--- src/rtl/snake_game_ctrl.sv ---
// Game-control FSM for the snake game. Synchronizes the eight held key levels from the
// keyboard front end, turns them into one-cycle press events, and produces the game state,
// the snake direction, a periodic move strobe, a restart strobe and the blanking flag.
// Optional speed-up of the move period is enabled by defining SNAKE_SPEEDUP_EN.
module snake_game_ctrl #(
  parameter int unsigned MOVE_DIV      = 25_000_000,
  parameter int unsigned SPEED_STEP    = 1_000_000,
  parameter int unsigned MOVE_DIV_MIN  = 5_000_000,
  parameter int unsigned SPEEDUP_MOVES = 16
) (
  input  logic       clk,
  input  logic       rst_n,
  input  logic       up,
  input  logic       down,
  input  logic       left,
  input  logic       right,
  input  logic       start,
  input  logic       resume,
  input  logic       pause,
  input  logic       escape,
  output logic [1:0] state,
  output logic [1:0] dir,
  output logic       move_tick,
  output logic       blank,
  output logic       restart
);

  localparam int unsigned PW = $clog2(MOVE_DIV + 1);

  localparam int unsigned KUp     = 0;
  localparam int unsigned KDown   = 1;
  localparam int unsigned KLeft   = 2;
  localparam int unsigned KRight  = 3;
  localparam int unsigned KStart  = 4;
  localparam int unsigned KResume = 5;
  localparam int unsigned KPause  = 6;
  localparam int unsigned KEsc    = 7;

  typedef enum logic [1:0] {StIdle = 2'b00, StRun = 2'b01, StPause = 2'b10, StBlack = 2'b11}
    state_e;
  typedef enum logic [1:0] {DirUp = 2'b00, DirDown = 2'b01, DirLeft = 2'b10, DirRight = 2'b11}
    dir_e;

  logic [7:0]    keys_raw;
  logic [7:0]    sync1_q, sync2_q, prev_q, ev_q;
  state_e        state_q, state_d;
  dir_e          dir_q, dir_d, pend_q, pend_d;
  logic [PW-1:0] cnt_q, cnt_d;
  logic [PW-1:0] period;
  logic          tick_q, tick_d;
  logic          restart_q, restart_d;
  logic          run_stay;
  logic          dir_ok;

  assign keys_raw = {escape, pause, resume, start, right, left, down, up};

  // Two-flop synchronizer, edge history and registered rising-edge event per key
  always_ff @(posedge clk or negedge rst_n) begin
    if (!rst_n) begin
      sync1_q <= '0;
      sync2_q <= '0;
      prev_q  <= '0;
      ev_q    <= '0;
    end else begin
      sync1_q <= keys_raw;
      sync2_q <= sync1_q;
      prev_q  <= sync2_q;
      ev_q    <= sync2_q & ~prev_q;
    end
  end

  // Game-state transitions; escape outranks start, start outranks pause, pause outranks resume
  always_comb begin
    state_d = state_q;
    unique case (state_q)
      StIdle:  if (ev_q[KEsc]) state_d = StBlack;
               else if (ev_q[KStart]) state_d = StRun;
      StRun:   if (ev_q[KEsc]) state_d = StBlack;
               else if (ev_q[KPause]) state_d = StPause;
      StPause: if (ev_q[KEsc]) state_d = StBlack;
               else if (ev_q[KResume]) state_d = StRun;
      StBlack: if (ev_q[KStart]) state_d = StRun;
    endcase
  end

  // Move timer, strobes and direction; a tick is suppressed on the cycle RUN is left
  always_comb begin
    restart_d = (state_d == StRun) && (state_q == StIdle || state_q == StBlack);
    run_stay  = (state_q == StRun) && (state_d == StRun);
    tick_d    = run_stay && (cnt_q == period - PW'(1));
    cnt_d     = cnt_q;
    if (restart_d)   cnt_d = '0;
    else if (tick_d) cnt_d = '0;
    else if (run_stay) cnt_d = cnt_q + PW'(1);

    dir_d = dir_q;
    if (restart_d)   dir_d = DirRight;
    else if (tick_d) dir_d = pend_q;

    // Reversal is judged against the direction in effect after this cycle, so a pending turn
    // committed on a tick can never be followed by its own opposite.
    dir_ok = run_stay && (ev_q[KEsc:KStart] == 4'b0);
    pend_d = pend_q;
    if (restart_d) begin
      pend_d = DirRight;
    end else if (dir_ok) begin
      if (ev_q[KUp] && dir_d != DirDown)         pend_d = DirUp;
      else if (ev_q[KDown] && dir_d != DirUp)    pend_d = DirDown;
      else if (ev_q[KLeft] && dir_d != DirRight) pend_d = DirLeft;
      else if (ev_q[KRight] && dir_d != DirLeft) pend_d = DirRight;
    end
  end

  // State, timer and direction registers
  always_ff @(posedge clk or negedge rst_n) begin
    if (!rst_n) begin
      state_q   <= StIdle;
      dir_q     <= DirRight;
      pend_q    <= DirRight;
      cnt_q     <= '0;
      tick_q    <= 1'b0;
      restart_q <= 1'b0;
    end else begin
      state_q   <= state_d;
      dir_q     <= dir_d;
      pend_q    <= pend_d;
      cnt_q     <= cnt_d;
      tick_q    <= tick_d;
      restart_q <= restart_d;
    end
  end

`ifdef SNAKE_SPEEDUP_EN
  localparam int unsigned MW = $clog2(SPEEDUP_MOVES) + 1;

  logic [MW-1:0] moves_q, moves_d;
  logic [PW-1:0] period_q, period_d;

  assign period = period_q;

  // Shorten the move period every SPEEDUP_MOVES ticks, saturating at the floor
  always_comb begin
    moves_d  = moves_q;
    period_d = period_q;
    if (restart_d) begin
      moves_d  = '0;
      period_d = PW'(MOVE_DIV);
    end else if (tick_d) begin
      if (moves_q == MW'(SPEEDUP_MOVES - 1)) begin
        moves_d  = '0;
        period_d = (32'(period_q) >= MOVE_DIV_MIN + SPEED_STEP) ?
                   period_q - PW'(SPEED_STEP) : PW'(MOVE_DIV_MIN);
      end else begin
        moves_d = moves_q + MW'(1);
      end
    end
  end

  // Speed-up registers
  always_ff @(posedge clk or negedge rst_n) begin
    if (!rst_n) begin
      moves_q  <= '0;
      period_q <= PW'(MOVE_DIV);
    end else begin
      moves_q  <= moves_d;
      period_q <= period_d;
    end
  end
`else
  assign period = PW'(MOVE_DIV);
`endif

  assign state     = state_q;
  assign dir       = dir_q;
  assign move_tick = tick_q;
  assign restart   = restart_q;
  assign blank     = (state_q == StBlack);

endmodule

--- config.mk ---
export PLATFORM = sky130hd
export DESIGN_NAME = snake_game_ctrl
export DESIGN_NICKNAME = d
export VERILOG_FILES = /design/src/rtl/snake_game_ctrl.sv
export SDC_FILE = /design/constraint.sdc
export NUM_CORES = 1
export LEC_CHECK = 0
export ABC_AREA = 1
export BUFFER_PORTS_ARGS = -buffer_cell sky130_fd_sc_hd__buf_2
export CAP_MARGIN = 25
export CORE_MARGIN = 2
export CORE_UTILIZATION = 55
export CTS_CLUSTER_SIZE = 40
export DETAILED_ROUTE_END_ITERATION = 8
export PLACE_DENSITY = 0.76
export SLEW_MARGIN = 10
export SYNTH_ARGS = -nofsm -noshare
export SYNTH_HDL_FRONTEND = slang
export SYNTH_SLANG_ARGS = --single-unit
--- constraint.sdc ---
create_clock -name clk -period 3.6 [get_ports clk]
set_input_delay 0.18 -clock clk [delete_from_list [all_inputs] [get_ports clk]]
set_output_delay 0.18 -clock clk [all_outputs]
set_load 0.01 [all_outputs]
==> impl_metrics.env, run 1 <==
export IMPL_synth_cells=346
export IMPL_cts_tree="yes"
export IMPL_cp_top_family="simple AND/OR/NAND/NOR gates"
export IMPL_placed_standard_cell_area_um2=3210
export IMPL_cap_violations=0
export IMPL_overall_die_area_um2=6160
export IMPL_clockRootBuffer="sky130_fd_sc_hd__clkbuf_8"
export IMPL_finalWorstPathRequiredPeriod_ns=2.65
export IMPL_tritoncts_num_sinks=65
export IMPL_drtPass1Iterations=6
export IMPL_yosys_register_bits=65
export IMPL_grt_use_total=0.212
export IMPL_initial_core_util=0.561
export IMPL_max_clock_freq_ghz=0.377
export IMPL_status="finished clean"
export IMPL_antennaDiodeCount=0
export IMPL_power_switching_uw=876
export IMPL_first_global_vias=2294
export IMPL_synth_warnings=0
export IMPL_port_buffers=16
export IMPL_worst_max_slew_pin_slew_ns=0.887
export IMPL_pwr_density_cell_nw_per_um2=635
export IMPL_timing_worst_setup_path_type="register to register"
export IMPL_die_height_um=78.5
export IMPL_power_share_clock=0.280
export IMPL_detailed_place_hpwl_um=4010
export IMPL_viasPerCell=5.05
export IMPL_antenna_found_initial=0
export IMPL_hp_class="register to register"
export IMPL_post_synthesis_instance_area_um2=3050
export IMPL_final_cell_mix="sky130_fd_sc_hd__dfrtp_1 (61), sky130_fd_sc_hd__nand2_1 (59), sky130_fd_sc_hd__inv_1 (51), sky130_fd_sc_hd__nor2_1 (46), sky130_fd_sc_hd__nand3_1 (18)"
export IMPL_post_synth_top_area_fraction=0.500
export IMPL_wire_length_per_cell_after_detailed_routing_um=12.5
export IMPL_end_kind="register"
export IMPL_die_w_um=78.5
export IMPL_final_max_slew_viol_count=0
export IMPL_finish_instance_area_um2=3510
export IMPL_layout_cells_non_filler=457
export IMPL_clock_buffers_created_by_tritoncts=9
export IMPL_synth_seq_area_share=0.535
export IMPL_grt_start_max_net_pins=44
export IMPL_htree_num_levels=3
export IMPL_clock_latency_ns=0.34
export IMPL_final_common_cell="sky130_fd_sc_hd__dfrtp_1"
export IMPL_remaining_drc_errors=0
export IMPL_fin_tns_setup_ns=0
export IMPL_ios=17
export IMPL_timing_critical_path_slowest_stage_cell="sky130_fd_sc_hd__dfrtp_1"
export IMPL_synth_fp_nets=361
export IMPL_grt_overflow=0
export IMPL_clock_path_buffers=2
export IMPL_fillers=436
export IMPL_synth_cell_type_count=34
export IMPL_fraction_of_final_layout_cells_with_drive_strength_greater_than_1=0.187
export IMPL_worstPathBufferInverterCount=3
export IMPL_power_report_internal_total_uw=1350
export IMPL_power_share_sequential=0.385
export IMPL_final_critical_path_setup_slack_ns=0.949
export IMPL_cp_data_required_time_ns=3.84
export IMPL_dr_first_iter_drc_count=105
export IMPL_synth_area_leaders="sky130_fd_sc_hd__dfrtp_1 (50%), sky130_fd_sc_hd__nand2_1 (7.3%), sky130_fd_sc_hd__inv_1 (6.3%)"
export IMPL_max_stage_delay_ns=0.44
export IMPL_postCtsResizedCells=0
export IMPL_cp_data_arrival_time_ns=2.89
export IMPL_rows=27
export IMPL_final_hold_viol_count=0
export IMPL_holdWs_ns=0.351
export IMPL_clock_skew_final_ns=0.00701
export IMPL_worst_path_max_fanout=12
export IMPL_ant_nets=0
export IMPL_yosys_area_top_type="sky130_fd_sc_hd__dfrtp_1"
export IMPL_placed_cells=432
export IMPL_total_leakage_power_uw=0.00168
export IMPL_layout_worst_path_cycle_share=0.736
export IMPL_coreArea_um2=5440
export IMPL_syn_avg_cell_area_um2=8.82
export IMPL_grt_first_pass_wirelength_um=10100
export IMPL_gp_routability_congestion=0.886
export IMPL_worst_slew_margin_rel=0.409
export IMPL_combPwrFrac=0.335
export IMPL_setup_violations_final=0
export IMPL_via_count=2307
export IMPL_startpoint_type="register"
export IMPL_post_cts_setup_buffer_count=0
export IMPL_vdd_drop_max_v=0.000360
export IMPL_totalWireLength_um=5710
export IMPL_p_sw_frac=0.393
export IMPL_place_ws_ns=1.01
export IMPL_most_frequent_cp_cell="sky130_fd_sc_hd__nand2_1"
export IMPL_synthToLayoutAreaGrowth_pct=15.0
export IMPL_setup_repair_after_global_routing_missed_its_margin="false"
export IMPL_layout_nets=395
export IMPL_worst_setup_hold_path_clk_slew_ns=0.07
export IMPL_timing_critical_path_cells="inv_1 -> ha_1 -> nand2_1 -> nand3_2 -> nand2_2 -> inv_2 -> nor2_8 -> nand2_4 -> nand2_1 -> inv_1 -> nand2_1 -> o32ai_1"
[final cells by class]
cell class              count  area [µm²]  share of cell area
flip-flops and latches     65        1630               0.465
well taps                  72        90.1              0.0257
clock buffers              10         138              0.0392
clock inverters             6        67.6              0.0193
inverters                  56         210              0.0599
multi-input cells         222        1190               0.340
repair buffers             26         178              0.0506
[cell families after synthesis]
kind of cell | after synthesis | synth area share
adders and majority gates | 5 | 0.0205
xor gates and xnor gates | 7 | 0.0201
buffers and inverters | 59 | 0.0742
AOI/OAI and AO/OA | 34 | 0.0619
DFF | 65 | 0.535
and+or+nand+nor | 176 | 0.289
[path summary, 6_finish.rpt]
check / cells past startpoint / slack [ns] / from / end
max: 12 / 0.95 / state[1]$_DFF_PN0_ / cnt_q[6]$_DFFE_PN0P_
min: 0 / 0.35 / sync1_q[5]$_DFF_PN0_ / sync2_q[5]$_DFF_PN0_
max reg2reg: 12 / 0.95 / state[1]$_DFF_PN0_ / cnt_q[6]$_DFFE_PN0P_
min reg2reg: 0 / 0.35 / sync1_q[5]$_DFF_PN0_ / sync2_q[5]$_DFF_PN0_
max in group asynchronous: 3 / 2.26 / rst_n / cnt_q[12]$_DFFE_PN0P_
min in group asynchronous: 2 / 0.50 / rst_n / sync2_q[7]$_DFF_PN0_
[routing by layer]
layer	GRT usage	vias to the layer above	part of all wire
li1	-	1168	-
met1	0.286	1075	0.48
met2	0.317	52	0.46
met3	0.0690	12	0.043
met4	0.0860	0	0.013
met5	0	-	0
[cell usage after synthesis]
library cell,number
sky130_fd_sc_hd__inv_2,5
sky130_fd_sc_hd__nand2_4,2
sky130_fd_sc_hd__nor2_8,1
sky130_fd_sc_hd__dfstp_2,4
sky130_fd_sc_hd__nor3_1,13
sky130_fd_sc_hd__a211oi_1,1
sky130_fd_sc_hd__dfrtp_1,61
sky130_fd_sc_hd__o31ai_1,1
sky130_fd_sc_hd__nand3_1,18
sky130_fd_sc_hd__nand2_2,8
sky130_fd_sc_hd__a21oi_2,2
sky130_fd_sc_hd__inv_1,51
sky130_fd_sc_hd__o21ai_0,7
sky130_fd_sc_hd__nand4_2,1
sky130_fd_sc_hd__buf_2,1
sky130_fd_sc_hd__o21ai_1,4
sky130_fd_sc_hd__nor2_2,5
sky130_fd_sc_hd__nand2_1,59
sky130_fd_sc_hd__clkbuf_1,1
sky130_fd_sc_hd__xnor2_1,2
sky130_fd_sc_hd__a21oi_1,17
sky130_fd_sc_hd__nor2_4,2
sky130_fd_sc_hd__nor4_1,2
sky130_fd_sc_hd__nand3_2,7
sky130_fd_sc_hd__xor2_1,5
sky130_fd_sc_hd__nand3_4,1
sky130_fd_sc_hd__o32ai_1,1
sky130_fd_sc_hd__o211ai_1,1
sky130_fd_sc_hd__and3_1,1
sky130_fd_sc_hd__nor2_1,46
sky130_fd_sc_hd__nor3_2,1
sky130_fd_sc_hd__nand4_1,9
sky130_fd_sc_hd__ha_1,5
sky130_fd_sc_hd__buf_4,1
[stage by stage]
stage,total power (µW),utilization
3_3_place_gp,1570,0.591
3_5_place_dp,1590,0.591
6_report,2230,0.645
5_1_grt,2370,0.645
2_1_floorplan,1450,-
4_1_cts,2240,0.645
[registers in the layout, summed over array words and instances, names as in the netlist]
signal	count
ev_q	8
state	2
restart	1
prev_q	8
dir	2
sync2_q	8
cnt_q	25
move_tick	1
sync1_q	8
pend_q	2
[power by group through the flow]
stage	sequential (µW)	clock, µW	combinational (µW)
2_1_floorplan	863	0	582
3_3_place_gp	866	0	699
3_5_place_dp	870	0	724
4_1_cts	857	643	741
5_1_grt	865	677	830
6_report	858	625	745
[what timing repair did]
| action | CTS | global route |
|---|---|---|
| hold buffers | 9 | 0 |
| hold endpoints to repair | 45 | 0 |
| setup endpoints to repair | 0 | 0 |
Power figures use the tool's default switching activity.
==> run 2, diff against run 1 <==
CORE_UTILIZATION = 54   (was 55)
PLACE_DENSITY = 0.78   (was 0.76)
clock period = 2.2 ns   (was 3.6 ns; I/O delays follow)
==> run 2 against run 1 <==
The flow now finishes with violations (negative setup slack). Via count is 10% higher. Largest power group is now combinational cells. Clock skew rose by 0.0019 ns. Final cell count up 5.5%.
==> impl_metrics.env, run 2 (synthesis gave the netlist of run 1 again) <==
export IMPL_grt_overflow=0
export IMPL_via_count=2537
export IMPL_timing_worst_setup_path_type="register to register"
export IMPL_grt_first_pass_wirelength_um=10800
export IMPL_grt_use_total=0.224
export IMPL_overall_die_area_um2=6270
export IMPL_startpoint_type="register"
export IMPL_worst_max_slew_pin_slew_ns=0.626
export IMPL_die_height_um=79.2
export IMPL_tritoncts_num_sinks=65
export IMPL_antenna_found_initial=0
export IMPL_gp_routability_congestion=0.909
export IMPL_cap_violations=0
export IMPL_finalWorstPathRequiredPeriod_ns=2.29
export IMPL_ant_nets=0
export IMPL_holdWs_ns=0.318
export IMPL_cts_tree="yes"
export IMPL_p_sw_frac=0.413
export IMPL_drtPass1Iterations=4
export IMPL_htree_num_levels=3
export IMPL_die_w_um=79.2
export IMPL_rows=27
export IMPL_dr_first_iter_drc_count=215
export IMPL_synthToLayoutAreaGrowth_pct=29.8
export IMPL_final_max_slew_viol_count=0
export IMPL_setup_repair_after_global_routing_missed_its_margin="true"
export IMPL_viasPerCell=5.26
export IMPL_pwr_density_cell_nw_per_um2=1140
export IMPL_ios=17
export IMPL_cp_data_required_time_ns=2.42
export IMPL_combPwrFrac=0.466
export IMPL_coreArea_um2=5470
export IMPL_end_kind="register"
export IMPL_total_leakage_power_uw=0.00187
export IMPL_worst_slew_margin_rel=0.582
export IMPL_clock_path_buffers=2
export IMPL_largest_register="cnt_q"
export IMPL_failed_checks="negative setup slack"
export IMPL_remaining_drc_errors=0
export IMPL_grt_start_max_net_pins=39
export IMPL_clockRootBuffer="sky130_fd_sc_hd__clkbuf_8"
export IMPL_cp_data_arrival_time_ns=2.51
export IMPL_power_switching_uw=1870
export IMPL_clock_buffers_created_by_tritoncts=9
export IMPL_antennaDiodeCount=0
export IMPL_fraction_of_final_layout_cells_with_drive_strength_greater_than_1=0.315
export IMPL_worst_path_max_fanout=6
export IMPL_max_clock_freq_ghz=0.436
export IMPL_r2r_setup_slack_ns=-0.09
export IMPL_largest_reg_flops=25
export IMPL_first_global_vias=2484
export IMPL_worst_setup_hold_path_clk_slew_ns=0.08
export IMPL_power_share_clock=0.219
export IMPL_power_share_sequential=0.315
export IMPL_final_hold_viol_count=0
export IMPL_initial_core_util=0.558
export IMPL_clock_skew_final_ns=0.00893
export IMPL_final_cell_mix="sky130_fd_sc_hd__dfrtp_1 (59), sky130_fd_sc_hd__nand2_1 (55), sky130_fd_sc_hd__inv_1 (45), sky130_fd_sc_hd__nor2_1 (41), sky130_fd_sc_hd__buf_4 (22)"
export IMPL_fillers=380
export IMPL_final_common_cell="sky130_fd_sc_hd__dfrtp_1"
export IMPL_power_report_internal_total_uw=2660
export IMPL_layout_worst_path_cycle_share=1.04
export IMPL_hp_class="primary input to async pin"
export IMPL_clock_latency_ns=0.35
export IMPL_setup_violations_final=5
export IMPL_port_buffers=16
export IMPL_detailed_place_hpwl_um=4160
export IMPL_final_critical_path_setup_slack_ns=-0.0917
export IMPL_end_of_flow_core_utilization=0.724
export IMPL_wire_length_per_cell_after_detailed_routing_um=14.8
export IMPL_layout_nets=421
export IMPL_vdd_drop_max_v=0.000693
export IMPL_status="finished, violations left"
export IMPL_totalWireLength_um=7130
-- run 2: changes by cell type in the layout (fill, tap and decap cells not counted), moves of 4 or more --
cell,delta
sky130_fd_sc_hd__buf_4,+21
sky130_fd_sc_hd__inv_1,-6
sky130_fd_sc_hd__ha_1,-5
sky130_fd_sc_hd__ha_4,+5
sky130_fd_sc_hd__nor2_1,-5
sky130_fd_sc_hd__buf_6,+4
sky130_fd_sc_hd__nand2_1,-4
sky130_fd_sc_hd__nand3_1,-4
-- run 2: worst paths after layout --
kind,to,from,cells after the start
min in group clk,sync2_q[2]$_DFF_PN0_,sync1_q[2]$_DFF_PN0_,0
setup reg to reg,cnt_q[20]$_DFFE_PN0P_,state[1]$_DFF_PN0_,14
max in group asynchronous,dir[0]$_DFF_PN1_,rst_n,3
hold reg to reg,sync2_q[2]$_DFF_PN0_,sync1_q[2]$_DFF_PN0_,0
hold / removal,ev_q[6]$_DFF_PN0_,rst_n,2
setup / recovery,cnt_q[20]$_DFFE_PN0P_,state[1]$_DFF_PN0_,14
-- run 2: layer usage --
metal | part of all wire | wire length, µm | global-route usage | up-vias
met5 | 0 | 0 | 0 | -
met1 | 0.43 | 3060 | 0.272 | 1234
li1 | - | - | - | 1214
met2 | 0.52 | 3680 | 0.377 | 76
met4 | 0.017 | 122 | 0.0897 | 0
met3 | 0.038 | 268 | 0.0614 | 13
-- run 2: metrics by stage --
stage	cells	setup TNS (ns)	area (µm²)	setup slack, ns	power (µW)
final	482	-0.298	3960	-0.0917	4520
after global routing	482	-1.64	3960	-0.228	4730
after CTS	473	0	3720	0.00195	4090
after detailed placement	438	-0.298	3270	-0.0726	2730
after global placement	438	0	3270	0.0483	2680
after floorplan	346	0	3050	0.0798	2360
-- run 2: final cells by class --
cell class / instances / area [µm²] / area share
flip-flops and latches: 65 / 1630 / 0.412
well taps: 72 / 90.1 / 0.0227
clock buffers: 9 / 124 / 0.0313
inverters: 56 / 221 / 0.0559
multi-input cells: 222 / 1420 / 0.359
clock inverters: 6 / 68.8 / 0.0174
repair buffers: 52 / 400 / 0.101
-- run 2: timing repair --
item / in CTS / in global routing
hold buffers: 9 / 0
endpoints found under the hold margin: 33 / 0
resized for setup: 18 / 44
buffers inserted: 11 / 9
pin swaps: 8 / 18
endpoints found under the setup margin: 11 / 22
cloned: 0 / 0
-- run 2: power by group through the flow --
stage | registers [µW] | clock network, µW | logic (µW)
2_1_floorplan | 1410 | 0 | 952
3_3_place_gp | 1410 | 0 | 1270
3_5_place_dp | 1420 | 0 | 1320
4_1_cts | 1390 | 1010 | 1690
5_1_grt | 1440 | 1060 | 2230
6_report | 1420 | 991 | 2110
-- run 2: critical path, cell delays in order, from the launching register on --
cell and delay (ns):
sky130_fd_sc_hd__dfrtp_2 0.46, sky130_fd_sc_hd__inv_4 0.11, sky130_fd_sc_hd__ha_4 0.15, sky130_fd_sc_hd__nand3_1 0.13, sky130_fd_sc_hd__nand3_2 0.13, sky130_fd_sc_hd__nand2_4 0.08
sky130_fd_sc_hd__nor2_8 0.18, sky130_fd_sc_hd__nand2_4 0.10, sky130_fd_sc_hd__nand2_8 0.11, sky130_fd_sc_hd__nand2_4 0.06, sky130_fd_sc_hd__nor3_4 0.21, sky130_fd_sc_hd__nand3_2 0.12
sky130_fd_sc_hd__nor2_2 0.15, sky130_fd_sc_hd__buf_4 0.12, sky130_fd_sc_hd__a21oi_1 0.06
==> run 3, diff against run 2 <==
CORE_MARGIN = unset   (was 2)
CORE_UTILIZATION = 30   (was 54)
PLACE_DENSITY = 0.5   (was 0.78)
REMOVE_ABC_BUFFERS = 1   (was unset)
==> run 3 against run 2 <==
Non-clock buffer count fell by 1. Final area rose by 1.3%. Final cell count rose by 13%. Critical path depth rose by 4. Largest power group unchanged. First-iteration DRC count fell by 67%. Sequential share of layout area fell by 0.58 points. Critical endpoint is now cnt_q[15]$_DFFE_PN0P_. Wire length fell by 8.6%. The flow now finishes without violations.
==> impl_metrics.env, run 3 (synthesis gave the netlist of run 1 again) <==
export IMPL_worst_slew_margin_rel=0.638
export IMPL_timing_worst_setup_path_type="register to register"
export IMPL_totalWireLength_um=6520
export IMPL_worst_max_slew_pin_slew_ns=0.543
export IMPL_power_switching_uw=1740
export IMPL_die_w_um=103
export IMPL_grt_start_max_net_pins=25
export IMPL_clock_skew_final_ns=0.00792
export IMPL_initial_core_util=0.311
export IMPL_max_clock_freq_ghz=0.461
export IMPL_power_share_clock=0.255
export IMPL_cp_data_arrival_time_ns=2.40
export IMPL_p_sw_frac=0.392
export IMPL_cp_data_required_time_ns=2.43
export IMPL_detailed_place_hpwl_um=4420
export IMPL_remaining_drc_errors=0
export IMPL_antenna_found_initial=0
export IMPL_first_global_vias=2367
export IMPL_fillers=1035
export IMPL_die_height_um=103
export IMPL_worst_path_max_fanout=7
export IMPL_antennaDiodeCount=0
export IMPL_grt_first_pass_wirelength_um=10900
export IMPL_multi_input_gate_area_um2=1390
export IMPL_overall_die_area_um2=10600
export IMPL_layout_nets=421
export IMPL_pwr_density_cell_nw_per_um2=1110
export IMPL_power_total_uw=4450
export IMPL_clock_latency_ns=0.34
export IMPL_grt_overflow=0
export IMPL_finalWorstPathRequiredPeriod_ns=2.17
export IMPL_setup_violations_final=0
export IMPL_fin_tns_setup_ns=0
export IMPL_final_max_slew_viol_count=0
export IMPL_ios=17
export IMPL_final_cell_mix="sky130_fd_sc_hd__dfrtp_1 (61), sky130_fd_sc_hd__nand2_1 (56), sky130_fd_sc_hd__inv_1 (47), sky130_fd_sc_hd__nor2_1 (42), sky130_fd_sc_hd__buf_4 (23)"
export IMPL_port_buffers=16
export IMPL_tritoncts_num_sinks=65
export IMPL_grt_use_total=0.135
export IMPL_worst_setup_hold_path_clk_slew_ns=0.08
export IMPL_dr_first_iter_drc_count=70
export IMPL_gp_routability_congestion=0.788
export IMPL_viasPerCell=4.46
export IMPL_power_report_internal_total_uw=2710
export IMPL_hp_class="primary input to async pin"
export IMPL_total_leakage_power_uw=0.00185
export IMPL_layout_worst_path_cycle_share=0.985
export IMPL_via_count=2425
export IMPL_cap_violations=0
export IMPL_synthToLayoutAreaGrowth_pct=31.5
export IMPL_combPwrFrac=0.429
export IMPL_final_common_cell="sky130_fd_sc_hd__dfrtp_1"
export IMPL_clockRootBuffer="sky130_fd_sc_hd__clkbuf_8"
export IMPL_drtPass1Iterations=4
export IMPL_status="finished clean"
export IMPL_sequential_cell_area_um2=1630
export IMPL_coreArea_um2=9820
export IMPL_cts_tree="yes"
export IMPL_clock_buffers_created_by_tritoncts=9
export IMPL_final_hold_viol_count=0
export IMPL_fraction_of_final_layout_cells_with_drive_strength_greater_than_1=0.299
export IMPL_ant_nets=0
export IMPL_startpoint_type="register"
export IMPL_htree_num_levels=3
export IMPL_end_kind="register"
export IMPL_largest_register="cnt_q"
export IMPL_rows=36
export IMPL_power_share_sequential=0.316
export IMPL_largest_reg_flops=25
export IMPL_wire_length_per_cell_after_detailed_routing_um=12.0
export IMPL_clock_path_buffers=2
export IMPL_setup_repair_after_global_routing_missed_its_margin="true"
export IMPL_vdd_drop_max_v=0.000651
-- run 3: routing by layer --
metal | global-route usage | vias to the layer above | part of all wire | wire, µm
met5 | 0 | - | 0 | 0
met3 | 0.0298 | 11 | 0.021 | 139
met1 | 0.178 | 1163 | 0.48 | 3150
li1 | - | 1220 | - | -
met2 | 0.208 | 31 | 0.47 | 3090
met4 | 0.0726 | 0 | 0.022 | 144
-- run 3: cell type report --
class / instances / share of cell area
clock inverters: 7 / 0.0256
multi-input cells: 222 / 0.346
well taps: 133 / 0.0415
flip-flops and latches: 65 / 0.407
repair buffers: 51 / 0.0939
clock buffers: 9 / 0.0309
inverters: 56 / 0.0539
repair inverters: 1 / 0.00125
-- run 3: metrics by stage --
step	cells	hold WS, ns	utilization	area (µm²)	setup slack [ns]
floorplan	343	-0.186	-	3040	0.0239
global placement	502	0.135	0.342	3360	0.0581
detailed placement	502	0.130	0.342	3360	-0.0286
CTS	531	0.293	0.378	3710	-0.00407
global route	544	0.339	0.409	4010	-0.134
finish	544	0.290	0.409	4010	0.0328
-- run 3: critical path, cell delays in order (launching register included) --
cell and delay, ns:
sky130_fd_sc_hd__dfrtp_1 0.43, sky130_fd_sc_hd__inv_2 0.11, sky130_fd_sc_hd__ha_4 0.19, sky130_fd_sc_hd__inv_2 0.04, sky130_fd_sc_hd__nand2_1 0.04, sky130_fd_sc_hd__inv_1 0.06, sky130_fd_sc_hd__nand3_2 0.06, sky130_fd_sc_hd__nand2_2 0.09
sky130_fd_sc_hd__inv_4 0.05, sky130_fd_sc_hd__nor2_8 0.11, sky130_fd_sc_hd__nand2_4 0.10, sky130_fd_sc_hd__nand2_8 0.11, sky130_fd_sc_hd__nand3_4 0.08, sky130_fd_sc_hd__nor2_4 0.17, sky130_fd_sc_hd__nand3_4 0.10, sky130_fd_sc_hd__nor2_4 0.14
sky130_fd_sc_hd__nand3_2 0.06, sky130_fd_sc_hd__nand2_1 0.06, sky130_fd_sc_hd__nor2_1 0.03
-- run 3: what timing repair did --
action	in CTS	in global routing
pin swaps	2	7
hold buffers	9	0
cloned	0	1
endpoints found under the hold margin	28	0
setup buffers	4	13
gates resized for setup	1	46
endpoints found under the setup margin	7	24
-- run 3: power groups by stage --
stage	logic, µW	registers, µW	clock network, µW
after floorplan	897	1410	0
after global placement	1380	1410	0
after detailed placement	1390	1410	0
after CTS	1490	1390	1180
after global routing	2100	1420	1240
final	1910	1400	1140
-- run 3: final timing paths --
check	from	endpoint	slack, ns	cells after the start
worst max-delay path	state[1]$_DFF_PN0_	cnt_q[15]$_DFFE_PN0P_	0.03	18
worst min-delay path	rst_n	cnt_q[16]$_DFFE_PN0P_	0.29	2
worst max register to register	state[1]$_DFF_PN0_	cnt_q[15]$_DFFE_PN0P_	0.03	18
worst min register to register	sync1_q[7]$_DFF_PN0_	sync2_q[7]$_DFF_PN0_	0.35	0
max in group asynchronous	rst_n	pend_q[1]$_DFFE_PN1P_	1.15	3
min in group clk	sync1_q[7]$_DFF_PN0_	sync2_q[7]$_DFF_PN0_	0.35	0
